==> config.mk <==
export PLATFORM = sky130hd
export DESIGN_NAME = julia_pixel_writer
export DESIGN_NICKNAME = d
export VERILOG_FILES = /design/src/rtl/julia_pkg.sv /design/src/rtl/pixel_frame_counter.sv /design/src/rtl/julia_pixel_writer.sv
export SDC_FILE = /design/constraint.sdc
export NUM_CORES = 1
export LEC_CHECK = 0
export BUFFER_PORTS_ARGS = -buffer_cell sky130_fd_sc_hd__buf_2
export CAP_MARGIN = 20
export CORE_MARGIN = 2
export CORE_UTILIZATION = 55
export CTS_CLUSTER_DIAMETER = 50
export CTS_CLUSTER_SIZE = 10
export DETAILED_ROUTE_END_ITERATION = 12
export PLACE_DENSITY = 0.95
export SYNTH_ARGS = -nofsm -noshare
export SYNTH_HDL_FRONTEND = slang
export SYNTH_SLANG_ARGS = --single-unit
==> constraint.sdc <==
create_clock -name clk -period 3.7 [get_ports clk]
set_input_delay 0.555 -clock clk [delete_from_list [all_inputs] [get_ports clk]]
set_output_delay 0.555 -clock clk [all_outputs]
set_load 0.05 [all_outputs]
==> src/rtl/julia_pkg.sv <==
// Shared types and constants for the julia pixel writer.
// Imported by the writer FSM and its frame counter.
package julia_pkg;

   localparam int NUM_JULIA_DEF    = 16;
   localparam int FRAME_PIXELS_DEF = 307200;
   localparam int ACK_TIMEOUT_DEF  = 255;

   localparam logic [3:0] BYTE_EN_ALL = 4'hF;

   typedef enum logic [1:0] {
      IDLE     = 2'd0,
      WRITE    = 2'd1,
      ACK      = 2'd2,
      WAIT_CLR = 2'd3
   } wr_state_e;

endpackage

==> src/rtl/pixel_frame_counter.sv <==
// Pixels-per-frame counter: wraps at FRAME_PIXELS and
// pulses done on the completing write; clear wins.
module pixel_frame_counter
   import julia_pkg::*;
#(
   parameter int FRAME_PIXELS = FRAME_PIXELS_DEF,
   parameter int CNT_W        = $clog2(FRAME_PIXELS + 1)
) (
   input  logic             clk,
   input  logic             n_rst,
   input  logic             inc_i,
   input  logic             clr_i,
   output logic [CNT_W-1:0] count_o,
   output logic             done_o
);

   localparam logic [CNT_W-1:0] LAST = CNT_W'(FRAME_PIXELS - 1);
   localparam logic [CNT_W-1:0] ONE  = CNT_W'(1);

   logic [CNT_W-1:0] count_q, count_d;
   logic             done_q, done_d;

   // next count: clear beats increment, last pixel wraps to 0
   always_comb begin
      count_d = count_q;
      done_d  = 1'b0;
      if (clr_i) begin
         count_d = '0;
      end else if (inc_i) begin
         if (count_q == LAST) begin
            count_d = '0;
            done_d  = 1'b1;
         end else begin
            count_d = count_q + ONE;
         end
      end
   end

   // count and done registers
   always_ff @(posedge clk or negedge n_rst) begin
      if (!n_rst) begin
         count_q <= '0;
         done_q  <= 1'b0;
      end else begin
         count_q <= count_d;
         done_q  <= done_d;
      end
   end

   assign count_o = count_q;
   assign done_o  = done_q;

endmodule

==> src/rtl/julia_pixel_writer.sv <==
// Drains the worker search: one Avalon write per found
// pixel, then a free pulse back to the selected worker.
module julia_pixel_writer
   import julia_pkg::*;
#(
   parameter int NUM_JULIA    = NUM_JULIA_DEF,
   parameter int FRAME_PIXELS = FRAME_PIXELS_DEF,
   parameter int ACK_TIMEOUT  = ACK_TIMEOUT_DEF,
   parameter int CNT_W        = $clog2(FRAME_PIXELS + 1)
) (
   input  logic                 clk,
   input  logic                 n_rst,
   input  logic                 found,
   input  logic [31:0]          sel_address,
   input  logic [31:0]          sel_data,
   input  logic [NUM_JULIA-1:0] mask,
   output logic [NUM_JULIA-1:0] free,
   output logic [31:0]          avm_address,
   output logic                 avm_write,
   output logic [31:0]          avm_writedata,
   output logic [3:0]           avm_byteenable,
   input  logic                 avm_waitrequest,
   input  logic                 frame_clear,
   output logic [CNT_W-1:0]     pixel_count,
   output logic                 frame_done,
   output logic                 ack_error,
   output logic                 busy
);

   localparam int TO_W = $clog2(ACK_TIMEOUT + 1);
   localparam logic [TO_W-1:0] TO_LAST = TO_W'(ACK_TIMEOUT - 1);
   localparam logic [TO_W-1:0] TO_ONE  = TO_W'(1);
   localparam logic [NUM_JULIA-1:0] M_ONE = NUM_JULIA'(1);

   wr_state_e            state_q;
   logic [31:0]          addr_q;
   logic [31:0]          data_q;
   logic [NUM_JULIA-1:0] mask_q;
   logic [NUM_JULIA-1:0] free_q;
   logic [TO_W-1:0]      to_q;
   logic                 wr_q;
   logic [3:0]           be_q;
   logic                 err_q;
   logic                 busy_q;
   logic                 accept;

   function automatic logic onehot(
      input logic [NUM_JULIA-1:0] m
   );
      return (m != '0) && ((m & (m - M_ONE)) == '0);
   endfunction

   assign accept = (state_q == WRITE) && !avm_waitrequest;

   // writer FSM with all handshake outputs registered
   always_ff @(posedge clk or negedge n_rst) begin
      if (!n_rst) begin
         state_q <= IDLE;
         addr_q  <= '0;
         data_q  <= '0;
         mask_q  <= '0;
         free_q  <= '0;
         to_q    <= '0;
         wr_q    <= 1'b0;
         be_q    <= '0;
         err_q   <= 1'b0;
         busy_q  <= 1'b0;
      end else begin
         free_q <= '0;
         unique case (state_q)
            IDLE: begin
               if (found) begin
                  if (onehot(mask)) begin
                     addr_q  <= sel_address;
                     data_q  <= sel_data;
                     mask_q  <= mask;
                     wr_q    <= 1'b1;
                     be_q    <= BYTE_EN_ALL;
                     busy_q  <= 1'b1;
                     state_q <= WRITE;
                  end else begin
                     err_q <= 1'b1;
                  end
               end
            end
            WRITE: begin
               if (!avm_waitrequest) begin
                  wr_q    <= 1'b0;
                  be_q    <= '0;
                  free_q  <= mask_q;
                  state_q <= ACK;
               end
            end
            ACK: begin
               to_q    <= '0;
               state_q <= WAIT_CLR;
            end
            WAIT_CLR: begin
               if (!found) begin
                  busy_q  <= 1'b0;
                  state_q <= IDLE;
               end else if (to_q == TO_LAST) begin
                  err_q   <= 1'b1;
                  free_q  <= mask_q;
                  to_q    <= '0;
                  state_q <= ACK;
               end else begin
                  to_q <= to_q + TO_ONE;
               end
            end
            default: state_q <= IDLE;
         endcase
         if (frame_clear) err_q <= 1'b0;
      end
   end

   pixel_frame_counter #(
      .FRAME_PIXELS (FRAME_PIXELS),
      .CNT_W        (CNT_W)
   ) u_cnt (
      .clk     (clk),
      .n_rst   (n_rst),
      .inc_i   (accept),
      .clr_i   (frame_clear),
      .count_o (pixel_count),
      .done_o  (frame_done)
   );

   assign free           = free_q;
   assign avm_address    = addr_q;
   assign avm_write      = wr_q;
   assign avm_writedata  = data_q;
   assign avm_byteenable = be_q;
   assign ack_error      = err_q;
   assign busy           = busy_q;

endmodule

Word-level counts from Yosys, hierarchy flattened
Index checks and enable logic that the tools add are counted.
- reduce and logical (&&, ||, !) cells: 17
- add/subtract/negate cells: 3
- muxes and demuxes: 35
- eq/ne operators: 15
- bitwise gates (word level): 1
- operators by type and width (operator ; number):
    $mux 19 ; 3
    $mux 16 ; 3
    $pmux 16 s2 ; 1
    $add 19x1->19 const B ; 1
    $eq 19x19->1 const B ; 1
    $and 16x16->16 ; 1
    $logic_not 16->1 ; 1
    $mux 8 ; 2
    $pmux 8 s2 ; 1
    $reduce_bool 16->1 ; 1
    $sub 16x1->16 const B ; 1
    $ne 3x3->1 const B ; 5
    $mux 1 ; 12
    $mux 4 ; 3
    $reduce_and 4->1 ; 3
    $mux 2 ; 5
    $ne 2x2->1 const B ; 5
    $add 8x1->8 const B ; 1
    $eq 8x8->1 const B ; 1
    $pmux 2 s4 ; 1
    $pmux 4 s2 ; 1
    $reduce_bool 2->1 ; 4
    $pmux 1 s2 ; 3
    $reduce_and 5->1 ; 1
    other kinds (8) ; 10
- register bits: 133
- output and inout bits: 107
- word-level logic and storage cells: 83

Depth between registers and ports, before layout
Gate-level depths: netlist of the first run.
- word-level depth: 8
- gate-level depth with buffers: 9

Hierarchy
From an unflattened synthesis of the first run, not the netlist that was laid out.
- cells, all modules: 424
- area, all modules: 5879.4 um2
- by module, submodules not included (module ; seq. area each (um2) ; cells an instance ; instances ; area each (um2)):
    julia_pixel_writer ; 2727.6 ; 307 ; 1 ; 4757.1
    pixel_frame_counter ; 500.5 ; 117 ; 1 ; 1122.3

Worst setup path before layout of the first run
No wires, ideal clock.
- path type: in2reg
- start point: input mask[4]
- end point: register addr_q[0], in the netlist avm_address[0]
- slack: 1199 ps
- path buffers: 2
- library setup time: 125 ps
- arrival: 2376 ps
- stages: 8
- cells stage by stage: nor4_2 -> nand3b_1 -> a2111oi_0 -> o21a_1 -> nand4b_1 -> buf_6 -> buf_12 -> mux2_4
- cells in the longest elaborated chain, start to end: 5
- elaborated cells on any way between the ends: 6
- RTL lines (element ; RTL line ; source):
    start, declared ; julia_pixel_writer.sv:16 ; input logic [NUM_JULIA-1:0] mask,
    $sub 16x1->16 ; julia_pixel_writer.sv:50 ; return (m != '0) && ((m & (m - M_ONE)) == '0);
    $and 16x16->16 ; julia_pixel_writer.sv:50 ;
    $logic_not 16->1 ; julia_pixel_writer.sv:50 ;
    $logic_and 1x1->1 * ; julia_pixel_writer.sv:50 ;
    $reduce_and 3->1 (no source line) * ; -- ;
    end signal, assigned ; julia_pixel_writer.sv:74 ; addr_q <= sel_address;
    end, declared ; julia_pixel_writer.sv:36 ; logic [31:0] addr_q;
Every way passes the cells marked *; elsewhere a longest branch is shown, timed or not.
A chain may end at the register's enable or synchronous reset.

Worst setup path in the final report of the first run
- start point: register state_q[0]
- end point: register u_cnt.count_q[13], in the netlist u_cnt.count_o[13]
- cells in the longest elaborated chain, start to end: 3
- RTL lines (element ; RTL line ; source):
    start, declared ; julia_pixel_writer.sv:35 ; wr_state_e state_q;
    start signal, assigned ; julia_pixel_writer.sv:58 ; state_q <= IDLE;
    start signal, assigned ; julia_pixel_writer.sv:80 ; state_q <= WRITE;
    start signal, assigned ; julia_pixel_writer.sv:91 ; state_q <= ACK;
    $eq 2x1->1 ; julia_pixel_writer.sv:53 ; assign accept = (state_q == WRITE) && !avm_waitrequest;
    $logic_and 1x1->1 ; julia_pixel_writer.sv:53 ;
    $reduce_bool 2->1 (no source line) ; -- ;
    end signal, assigned ; pixel_frame_counter.sv:45 ; count_q <= count_d;
    end, declared ; pixel_frame_counter.sv:20 ; logic [CNT_W-1:0] count_q, count_d;
Every way passes these cells.

==> results.json, run 1 <==
{
  "outcome": "finished, final reports clean",
  "worst_pin_slew_ps": 1090,
  "gp_congestion": 0.799,
  "drc": 0,
  "setup_viol_count_final": 0,
  "synth_nets": 510,
  "die_area_um2": 11400,
  "yosysWarnings": 0,
  "min_period_ps": 2610,
  "fin_crit_sh_pct": 70.5,
  "grt_max_degree": 78,
  "multiInputGateArea_um2": 2340,
  "ys_ff_latch": 129,
  "dp_hpwl_um": 9320,
  "fp.coreArea_um2": 10300,
  "rsz0062_at_grt": "no",
  "clock-sinks": 129,
  "clock_skew_ps": 5.08,
  "grt_usage_pct": 23.6,
  "wl_per_cell_um": 17.4,
  "synth_edf_count": 0,
  "fp.dieW_um": 107,
  "start_kind": "flip-flop",
  "arrival_ps": 3030,
  "clockBufferDepth": 2,
  "cts-resized-gates": 0,
  "hold_buffers": 0,
  "synth.avg_cell_area_um2": 13.8,
  "first_pass_iters": 4,
  "std_cell_rows": 37,
  "yosysTopAreaCell": "dfrtp_1",
  "synthTopCellsByArea": "dfrtp_1, mux2_4, buf_12, and3_1, o21ai_0",
  "cts_tree": "done",
  "dp.cells": 732,
  "die_h_um": 107,
  "htreeDepth": 4,
  "cts_buffers": 17,
  "async_flop_share_pct": 100,
  "io_buffers": 191,
  "synth_top_cell_area_share_pct": 55.5,
  "power.leakage_nw": 4.25,
  "num_antenna_cells": 0,
  "synth_cell_type_count": 46,
  "grt_remaining_overflow": 0,
  "nNetsFinal": 703,
  "hold_violations": 0,
  "syn_area_um2": 5810,
  "dpl_cell_area_um2": 6750,
  "first_global_vias": 4141,
  "finalSetupTns_ps": 0,
  "syn2layout_area_growth_pct": 26.7,
  "register_area_um2": 3230,
  "peakVddDrop_mv": 0.263,
  "root_buffer": "clkbuf_8",
  "power_density_nw_per_um2": 479,
  "io_pins": 192,
  "path_class": "flip-flop to flip-flop",
  "via_count": 4130,
  "ys.flop_type": "dfrtp_1",
  "drtIter0Drc": 226,
  "totalWireLength_um": 13300,
  "holdWs_ps": 181,
  "clk_pin_slew_ps": 60,
  "max_cap_viol_count": 0,
  "maxSlewViolCount": 0,
  "stdcell_count": 764,
  "ys_seq_area_share_pct": 55.5,
  "crit_fanout": 23,
  "slew_headroom_pct": 27.3,
  "synth_cells": 422,
  "required_ps": 4120,
  "synth_common_cells": "dfrtp_1, mux2_4, o21ai_0",
  "hold_class": "input pin to async pin",
  "post_cts_buffers": 0,
  "drive_gt1_share_pct": 49.2,
  "fillers": 697,
  "end_kind": "flip-flop",
  "fin_area_um2": 7370,
  "vias_per_cell": 5.41,
  "initial_utilization_pct": 56.6,
  "ant_nets": 0,
  "insertion_delay_ps": 510,
  "yosysMostFrequentCell": "dfrtp_1",
  "antenna_found_initial": 0,
  "grt_first_pass_wirelength_um": 20900,
  "fmax_mhz": 383
}
## cell type report
type / count / area share, %
repair buffers: 194 / 13.5
flip-flops and latches: 129 / 43.8
clock buffers: 19 / 5.86
well taps: 136 / 2.31
multi-input cells: 267 / 31.7
clock inverters: 13 / 2.51
inverters: 6 / 0.306
## cell families (layout without fill, tap and decap cells)
family          Yosys count  after routing  share of synthesized area (%)
fa+ha+maj                 5              5                          0.990
compound gates           54             54                           5.85
xor+xnor                 11             11                           1.66
buf+inv                  26            232                           4.30
mux                      80             80                           20.6
flops                   129            129                           55.5
simple gates            117            117                           11.1
## worst paths after layout
path	slack (ps)	end	depth (start not counted)	start
max	1090	u_cnt.count_o[13]$_DFFE_PN0P_	6	state_q[0]$_DFFE_PN0P_
min	180	avm_writedata[14]$_DFFE_PN0P_	1	n_rst
max reg2reg	1090	u_cnt.count_o[13]$_DFFE_PN0P_	6	state_q[0]$_DFFE_PN0P_
min reg2reg	480	to_q[7]$_DFFE_PN0P_	1	to_q[7]$_DFFE_PN0P_
max in group asynchronous	2660	avm_writedata[9]$_DFFE_PN0P_	2	n_rst
min in group clk	260	avm_writedata[31]$_DFFE_PN0P_	2	sel_data[31]
## power breakdown
group	leakage, nW	internal (W)	switching (W)
Combinational	2.16	0.0000963	0.000196
Clock	0.298	0.00111	0.000616
Sequential	1.80	0.00144	0.0000637
## placed cells by master, fill, tap and decap left out, types with 3 or more instances in the layout
cell type	netlist	layout
nand2b_1	6	6
dfrtp_1	129	129
and3_1	20	20
clkinv_4	0	3
nor2b_1	5	5
nand2_1	19	19
bufinv_16	0	4
o31ai_1	6	6
buf_2	0	190
o21ai_0	24	24
nand4_1	10	10
nor2_1	19	19
a31oi_1	3	3
nand3_1	10	10
buf_4	4	3
o22ai_1	3	3
nor3_1	5	5
or3_1	5	5
nor4_1	5	5
clkbuf_16	0	16
a21oi_1	4	4
ha_1	3	3
clkinv_2	0	3
inv_1	6	6
xor2_1	10	10
mux2_4	79	79
## sequential cells by signal (all words and copies together) (netlist names)
| register | count |
|---|---|
| ack_error | 1 |
| avm_address | 32 |
| avm_byteenable | 1 |
| avm_writedata | 32 |
| busy | 1 |
| free | 16 |
| mask_q | 16 |
| state_q | 2 |
| to_q | 8 |
| u_cnt.count_o | 19 |
| u_cnt.done_o | 1 |
## metal layers
| layer | global-route usage [%] | vias to the layer above | share of wire (%) |
|---|---|---|---|
| met5 | 0 | - | 0 |
| met4 | 7.42 | 0 | 0.41 |
| met3 | 6.14 | 5 | 6.0 |
| met2 | 39.4 | 157 | 51 |
| met1 | 30.4 | 2057 | 42 |
| li1 | - | 1911 | - |
## critical path, cell delays in order (launching register included)
cell and delay (ps):
dfrtp_1 720, nor3b_1 670, nor2_1 180, nor2_1 240
nand4_1 220, or3_1 360, a21oi_1 150
## stage by stage
stage / setup slack, ps / power [W] / utilization, %
floorplan: 1200 / 0.00168 / -
global placement: 791 / 0.00180 / 65.7
detailed placement: 602 / 0.00182 / 65.7
CTS: 1120 / 0.00356 / 71.7
global route: 827 / 0.00366 / 71.7
finish: 1090 / 0.00353 / 71.7
(Power assumes the default switching activity.)
==> run 2, diff against run 1 <==
Settings changed: ABC_AREA set to 1, CORE_UTILIZATION 55 to 51, PLACE_DENSITY 0.95 to 0.91.
Clock period 3.7 ns to 2.7 ns, I/O delays scaled along.
==> run 2 against run 1 <==
Synthesized cell count rose by 64%; largest cell class unchanged; worst hold slack got worse by 160 ps; fmax rose by 14%.
==> results.json, run 2 <==
{
  "outcome": "finished, final reports clean",
  "first_global_vias": 4936,
  "finalSetupTns_ps": 0,
  "yosysMostFrequentCell": "nand2_1",
  "ys.flop_type": "dfrtp_1",
  "rsz0062_at_grt": "no",
  "hold_buffers": 0,
  "initial_utilization_pct": 51.7,
  "clk_pin_slew_ps": 60,
  "power_w": 0.00960,
  "reg2reg_from": "u_cnt.count_o[0]$_DFFE_PN0P_",
  "insertion_delay_ps": 420,
  "die_h_um": 111,
  "critPathCapture": "u_cnt.count_o[14]$_DFFE_PN0P_",
  "register_area_um2": 3230,
  "arrival_ps": 2570,
  "drc": 0,
  "synth.avg_cell_area_um2": 8.39,
  "root_buffer": "clkbuf_16",
  "fp.dieW_um": 111,
  "worst_pin_slew_ps": 679,
  "crit_fanout": 7,
  "htreeDepth": 4,
  "min_period_ps": 2280,
  "first_pass_iters": 5,
  "setup_viol_count_final": 0,
  "synthTopCellsByArea": "dfrtp_1, nand2_1, nand3_1, inv_1, nor2_1",
  "cts_buffers": 17,
  "hold_class": "input pin to async pin",
  "hold_violations": 0,
  "reg2reg_to": "u_cnt.count_o[14]$_DFFE_PN0P_",
  "path_class": "flip-flop to flip-flop",
  "maxSlewViolCount": 0,
  "final_common_cell": "nand2_1",
  "ys_ff_latch": 129,
  "yosysWarnings": 0,
  "wl_per_cell_um": 13.9,
  "clock_skew_ps": 10.6,
  "grt_max_degree": 72,
  "clockBufferDepth": 2,
  "nNetsFinal": 970,
  "peakVddDrop_mv": 0.838,
  "synth_common_cells": "nand2_1, dfrtp_1, nand3_1",
  "vias_per_cell": 5.11,
  "final_cell_mix": "nand2_1, buf_2, dfrtp_1, nand3_1, inv_1",
  "slew_headroom_pct": 54.3,
  "cts_tree": "done",
  "ant_nets": 0,
  "drive_gt1_share_pct": 26.5,
  "grt_first_pass_wirelength_um": 23700,
  "start_kind": "flip-flop",
  "synth_cell_type_count": 29,
  "drtIter0Drc": 303,
  "ys_seq_area_share_pct": 55.4,
  "synth_edf_count": 0,
  "dpl_cell_area_um2": 6830,
  "cts-resized-gates": 0,
  "fp.coreArea_um2": 11300,
  "num_antenna_cells": 0,
  "std_cell_rows": 39,
  "via_count": 5300,
  "io_pins": 192,
  "die_area_um2": 12300,
  "syn_area_um2": 5820,
  "end_kind": "flip-flop",
  "fin_area_um2": 7490,
  "fmax_mhz": 438,
  "synth_cells": 694,
  "syn2layout_area_growth_pct": 28.5,
  "grt_remaining_overflow": 0,
  "max_cap_viol_count": 0,
  "gp_congestion": 0.890,
  "rr_worst_depth": 12,
  "synth_nets": 782,
  "crit_start": "u_cnt.count_o[0]$_DFFE_PN0P_",
  "synth_top_cell_area_share_pct": 55.4,
  "dp_hpwl_um": 10100,
  "required_ps": 2990,
  "power_density_nw_per_um2": 1280,
  "r2r_slack_ps": 420,
  "yosysTopAreaCell": "dfrtp_1",
  "clock-sinks": 129,
  "power.leakage_nw": 4.21,
  "fin_crit_sh_pct": 84.5,
  "async_flop_share_pct": 100,
  "post_cts_buffers": 0,
  "fillers": 912,
  "io_buffers": 191,
  "antenna_found_initial": 0,
  "multiInputGateArea_um2": 2100,
  "totalWireLength_um": 14400,
  "grt_usage_pct": 24.2
}
[run 2: where the power goes]
group / leakage (nW) / internal [W] / switching, W / total (W)
registers: 1.67 / 0.00260 / 0.000357 / 0.00296
clock network: 0.321 / 0.00171 / 0.000797 / 0.00251
logic: 2.22 / 0.000905 / 0.00323 / 0.00413
[run 2: critical path, stage by stage, from the launching register on]
cell	delay (ps)
dfrtp_1	420
ha_1	190
nand2_1	60
nor2_1	210
nand2_1	120
nor3_1	220
nand2_1	150
inv_1	110
nand2_1	80
nand2_1	110
nand2_1	150
inv_1	250
nor2_1	90
[run 2: cell type report]
type,instances,area share [%]
clock buffers,23,6.38
inverters,66,3.31
clock inverters,9,2.37
repair buffers,201,14.3
multi-input cells,467,28.1
well taps,143,2.39
flip-flops and latches,129,43.1
[run 2: how the worst min path moves through the flow]
stage	startpoint	to	slack, ps	cells past startpoint
global route	n_rst	mask_q[5]$_DFFE_PN0P_	70	1
detailed placement	avm_address[6]$_DFFE_PN0P_	avm_address[6]$_DFFE_PN0P_	450	2
floorplan	n_rst	ack_error$_DFFE_PN0P_	110	0
global placement	avm_address[14]$_DFFE_PN0P_	avm_address[14]$_DFFE_PN0P_	450	2
CTS	n_rst	avm_writedata[31]$_DFFE_PN0P_	40	1
finish	n_rst	mask_q[5]$_DFFE_PN0P_	30	1
[run 2: kinds of logic after synthesis]
| logic type | Yosys count | share of synthesized area, % |
|---|---|---|
| adders and majority gates | 3 | 0.645 |
| DFF | 129 | 55.4 |
| buffers and inverters | 98 | 8.74 |
| AOI/OAI and AO/OA | 50 | 4.81 |
| xor gates and xnor gates | 12 | 1.80 |
| and+or+nand+nor | 402 | 28.6 |
[run 2: routing by layer]
| layer | routed length [um] | vias up | share of wire, % | GRT usage (%) |
|---|---|---|---|---|
| met5 | 0 | - | 0 | 0 |
| met4 | 435 | 0 | 3.0 | 11.0 |
| met3 | 917 | 36 | 6.4 | 5.19 |
| met2 | 7290 | 233 | 51 | 40.2 |
| met1 | 5760 | 2461 | 40 | 30.4 |
| li1 | - | 2570 | - | - |
[run 2: through the flow]
step                      instances  setup WS [ps]  util [%]  hold slack (ps)
final                          1038            419      66.4             25.1
after global routing           1038            242      66.4             70.0
after detailed placement       1006            381      60.6              453
after CTS                      1038            468      66.4             38.8
after global placement         1006            516      60.6              449
after floorplan                 694            531         -              109
